**src/rtl/mas_alu_right_shift_seq.sv**
```systemverilog
// Multi-cycle right shifter for the MAS ALU. It computes op1 >> op2, either
// logical or arithmetic. The datapath is log-step iterative: each cycle
// applies one power-of-two stage, so only a single stage of shift muxing is
// built. There is a valid/ready handshake on both the operand side and the
// result side.
module mas_alu_right_shift_seq #(
  parameter int BLEN = 32
) (
  input  logic            clk,
  input  logic            rst,
  input  logic            in_valid,
  output logic            in_ready,
  input  logic [BLEN-1:0] op1,
  input  logic [BLEN-1:0] op2,
  input  logic            arith,
  output logic            out_valid,
  input  logic            out_ready,
  output logic [BLEN-1:0] res
);

  localparam int SHW = $clog2(BLEN);
  localparam logic [SHW-1:0] CNT_LAST = SHW'(SHW - 1);

  typedef enum logic [1:0] {IDLE, SHIFT, DONE} state_t;

  state_t          state_q, state_d;
  logic [BLEN-1:0] work_q, work_d;
  logic [SHW-1:0]  amt_q, amt_d;
  logic [SHW-1:0]  cnt_q, cnt_d;
  logic            fill_q, fill_d;
  logic [BLEN-1:0] res_q, res_d;
  logic [BLEN-1:0] work_stage;
  logic            over_range;
  logic            fill_in;

  // One shift stage: shift right by 2**c, back-filling the vacated MSBs with f.
  function automatic logic [BLEN-1:0] stage_shift(input logic [BLEN-1:0] w,
                                                  input logic [SHW-1:0]  c,
                                                  input logic            f);
    logic [2*BLEN-1:0] ext;
    ext = {{BLEN{f}}, w} >> (1 << c);
    return ext[BLEN-1:0];
  endfunction

  assign over_range = |op2[BLEN-1:SHW];
  assign fill_in    = arith & op1[BLEN-1];
  assign work_stage = amt_q[cnt_q] ? stage_shift(work_q, cnt_q, fill_q) : work_q;

  assign in_ready   = (state_q == IDLE) & ~rst;
  assign out_valid  = (state_q == DONE);
  assign res        = res_q;

  // Next-state and datapath update for the IDLE -> SHIFT -> DONE sequence.
  always_comb begin
    state_d = state_q;
    work_d  = work_q;
    amt_d   = amt_q;
    cnt_d   = cnt_q;
    fill_d  = fill_q;
    res_d   = res_q;
    unique case (state_q)
      IDLE: begin
        if (in_valid) begin
          fill_d  = fill_in;
          state_d = SHIFT;
          if (over_range) begin
            // Over-range shortcut: preload the all-fill word and jump straight
            // to the last stage with no stage enabled. The result then lands
            // exactly one cycle after accept, and res is only updated at
            // completion.
            work_d = {BLEN{fill_in}};
            amt_d  = '0;
            cnt_d  = CNT_LAST;
          end else begin
            work_d = op1;
            amt_d  = op2[SHW-1:0];
            cnt_d  = '0;
          end
        end
      end
      SHIFT: begin
        work_d = work_stage;
        cnt_d  = cnt_q + SHW'(1);
        if (cnt_q == CNT_LAST) begin
          res_d   = work_stage;
          state_d = DONE;
        end
      end
      DONE: begin
        if (out_ready) state_d = IDLE;
      end
      default: state_d = IDLE;
    endcase
  end

  // State and datapath registers; reset discards any operation in flight.
  always_ff @(posedge clk) begin
    if (rst) begin
      state_q <= IDLE;
      work_q  <= '0;
      amt_q   <= '0;
      cnt_q   <= '0;
      fill_q  <= 1'b0;
      res_q   <= '0;
    end else begin
      state_q <= state_d;
      work_q  <= work_d;
      amt_q   <= amt_d;
      cnt_q   <= cnt_d;
      fill_q  <= fill_d;
      res_q   <= res_d;
    end
  end

endmodule

```
**config.mk**
```make
export PLATFORM = sky130hd
export DESIGN_NAME = mas_alu_right_shift_seq
export DESIGN_NICKNAME = d
export VERILOG_FILES = /design/src/rtl/mas_alu_right_shift_seq.sv
export SDC_FILE = /design/constraint.sdc
export NUM_CORES = 1
export LEC_CHECK = 0
export ABC_AREA = 1
export CAP_MARGIN = 20
export CORE_ASPECT_RATIO = 1.1
export CORE_MARGIN = 2
export CORE_UTILIZATION = 55
export DETAILED_ROUTE_END_ITERATION = 10
export GPL_TIMING_DRIVEN = 0
export PLACE_DENSITY_LB_ADDON = 0.08
export SYNTH_ARGS = -nofsm -noshare
export SYNTH_HDL_FRONTEND = slang
export SYNTH_SLANG_ARGS = --single-unit
```
**constraint.sdc**
```tcl
create_clock -name clk -period 3.2 [get_ports clk]
set_input_delay 0.8 -clock clk [delete_from_list [all_inputs] [get_ports clk]]
set_output_delay 0.8 -clock clk [all_outputs]
set_load 0.02 [all_outputs]
```
==> flow_metrics.env <==
export IMPL_cts_tree="built"
export IMPL_synth_distinct_cells=34
export IMPL_power_frac_clock=0.278
export IMPL_critPathLaunchType="input port"
export IMPL_num_vias=8398
export IMPL_status="finished clean"
export IMPL_coreArea_sq_um=11300
export IMPL_clock_path_buffers=2
export IMPL_crit_arrival_ps=2240
export IMPL_synth_commonest_cells="nand2_1, nand3_1, a21oi_1"
export IMPL_synth_enable_flop_cells=0
export IMPL_clkTransAtPathRegs_ps=60
export IMPL_ctsHoldBuffers=0
export IMPL_maxCapViolCount=0
export IMPL_async_reset_ff_frac=0
export IMPL_peakVddDrop_mv=0.456
export IMPL_dr_first_iter_drc_count=1191
export IMPL_p_int_mw=2.35
export IMPL_start_util=0.560
export IMPL_die_area_sq_um=12400
export IMPL_pre_cts_ws_ps=-80.7
export IMPL_post_drt_wl_per_cell_um=17.1
export IMPL_drt_pre_antenna_iters=9
export IMPL_route_detailed_drc=0
export IMPL_synth_warning_count=0
export IMPL_ios=103
export IMPL_crit_required_ps=2400
export IMPL_syn_nets=1200
export IMPL_tns_ps=0
export IMPL_grt_use_total=0.382
export IMPL_placed_area_sq_um=7540
export IMPL_grt_max_degree=15
export IMPL_root_buffer="clkbuf_16"
export IMPL_yosysSeqAreaShare=0.243
export IMPL_p_seq_frac=0.271
export IMPL_routed_wirelength_um=23800
export IMPL_grt_pass1_vias=7519
export IMPL_period_share=0.950
export IMPL_area_delta_synth_final_pct=24.2
export IMPL_nFillCells=1058
export IMPL_path_cells="clkbuf_1, clkbuf_2, nor3_1, clkdlybuf4s50_1"
export IMPL_crit_path_max_fanout=10
export IMPL_ant_nets=0
export IMPL_final_area_sq_um=7880
export IMPL_critPathMaxStageDelay_ps=550
export IMPL_vias_per_cell=6.03
export IMPL_die_h_um=117
export IMPL_fmax_ghz=0.329
export IMPL_yosysTopAreaCell="dfxtp_1"
export IMPL_period_minus_slack_ps=3040
export IMPL_overflow=0
export IMPL_p_per_area_nw_per_um2=519
export IMPL_num_rows=41
export IMPL_hold_viol=0
export IMPL_syn_area_per_cell_sq_um=5.64
export IMPL_grt_pass1_wl_um=37200
export IMPL_path_class="input port to output port"
export IMPL_cts_sinks=77
export IMPL_die_w_um=106
export IMPL_numCtsBuffers=9
export IMPL_htree_levels=3
export IMPL_relSlewSlack=0.528
export IMPL_worst_slew_pin_slew_ps=707
export IMPL_gp_congestion=1.07
export IMPL_ys_seq_elements=77
export IMPL_cp_slowest_cell="clkdlybuf4s50_1"
export IMPL_yosysMostFrequentCell="nand2_1"
export IMPL_power_frac_comb=0.451
export IMPL_insertion_delay_ps=340
export IMPL_switchingPower_mw=1.74
export IMPL_synth_ff_type="dfxtp_1"
export IMPL_setup_viol=0
export IMPL_worst_clock_skew_ps=8.68
export IMPL_layout_drive_gt1_share=0.0564
export IMPL_rsz0062_at_grt="no"
export IMPL_synth_top_area_frac=0.243
export IMPL_hold_class="flop to flop"
export IMPL_slew_violations=0
export IMPL_synthesis_area_sq_um=6340
export IMPL_n_antenna_cell=0
export IMPL_synth_area_leaders="dfxtp_1, nand3_1, nand2_1"
export IMPL_antenna_found_initial=0
export IMPL_syn_inst=1125
export IMPL_switching_share=0.426
export IMPL_p_leak_nw=3.70
export IMPL_hpwl_um=18400
export IMPL_io_buffers=101
export IMPL_crit_path_end_kind="output port"
export IMPL_nNetsFinal=1312
export IMPL_layout_setup_ws_ps=160
-- final cells by class --
| class | instances | area (sq um) | share of cell area |
|---|---|---|---|
| plain buffers | 84 | 393 | 0.0499 |
| clock buffers | 10 | 239 | 0.0303 |
| clock inverters | 6 | 93.8 | 0.0119 |
| inverters | 91 | 342 | 0.0434 |
| multi-input cells | 873 | 4070 | 0.517 |
| flip-flops and latches | 77 | 1540 | 0.196 |
| well taps | 150 | 188 | 0.0238 |
| repair buffers | 101 | 1010 | 0.128 |
-- metal layers --
layer  track usage  routed length [um]
met1         0.459                8940
met2         0.621               10800
met3        0.0759                2330
met4         0.261                1780
met5             0                   0
-- critical path, delay by kind of cell --
kind                   cells  cell delay, ps
buffers and inverters      3            1350
AND/OR/NAND/NOR            1              80
-- sequential cells by signal (all words and copies together) (netlist names) --
name     count
state_q      2
amt_q        5
cnt_q        5
fill_q       1
res         32
work_q      32
-- through the flow --
stage / util / power [mW] / std cells / hold WS (ps)
2_1_floorplan: - / 2.31 / 1125 / 432
3_3_place_gp: 0.665 / 2.87 / 1376 / 457
3_5_place_dp: 0.665 / 2.88 / 1376 / 462
4_1_cts: 0.695 / 4.01 / 1392 / 474
5_1_grt: 0.695 / 4.30 / 1392 / 498
6_report: 0.695 / 4.09 / 1392 / 467
-- cells in the final DEF, fill, tap and decap left out, types with 8 or more instances in the layout --
| master | n |
|---|---|
| buf_2 | 24 |
| o21ai_1 | 17 |
| nor2_1 | 10 |
| a21oi_1 | 141 |
| nand3_1 | 286 |
| clkdlybuf4s50_1 | 101 |
| nand4_1 | 13 |
| inv_1 | 82 |
| buf_4 | 8 |
| o21ai_0 | 23 |
| clkbuf_1 | 42 |
| dfxtp_1 | 77 |
| inv_2 | 8 |
| nand2_1 | 350 |
| clkbuf_16 | 9 |
-- final timing paths --
check	endpoint	cells past startpoint	slack, ps	startpoint
max	in_ready	4	160	rst
min	amt_q[1]	2	470	amt_q[1]
max reg2reg	work_q[7]	14	210	cnt_q[0]
min reg2reg	amt_q[1]	2	470	amt_q[1]
-- what timing repair did --
action                     CTS  global route
resized for setup            1             2
setup endpoints to repair    1             5
setup buffers                0             0
-- power by group through the flow --
| stage | registers (mW) | clock network, mW | logic, mW |
|---|---|---|---|
| after floorplan | 1.13 | 0 | 1.18 |
| after global placement | 1.12 | 0 | 1.74 |
| after detailed placement | 1.12 | 0 | 1.76 |
| after CTS | 1.10 | 1.14 | 1.77 |
| after global routing | 1.11 | 1.18 | 2.00 |
| final | 1.11 | 1.14 | 1.84 |
-- logic make-up (layout without fill, tap and decap cells) --
family,Yosys count,after routing,share of synthesized area
and+or+nand+nor,677,677,0.472
AOI/OAI and AO/OA,190,190,0.158
buffers and inverters,175,292,0.115
DFF,77,77,0.243
adders and majority gates,6,6,0.0118
Note: power is estimated with default switching activity, not from simulation.
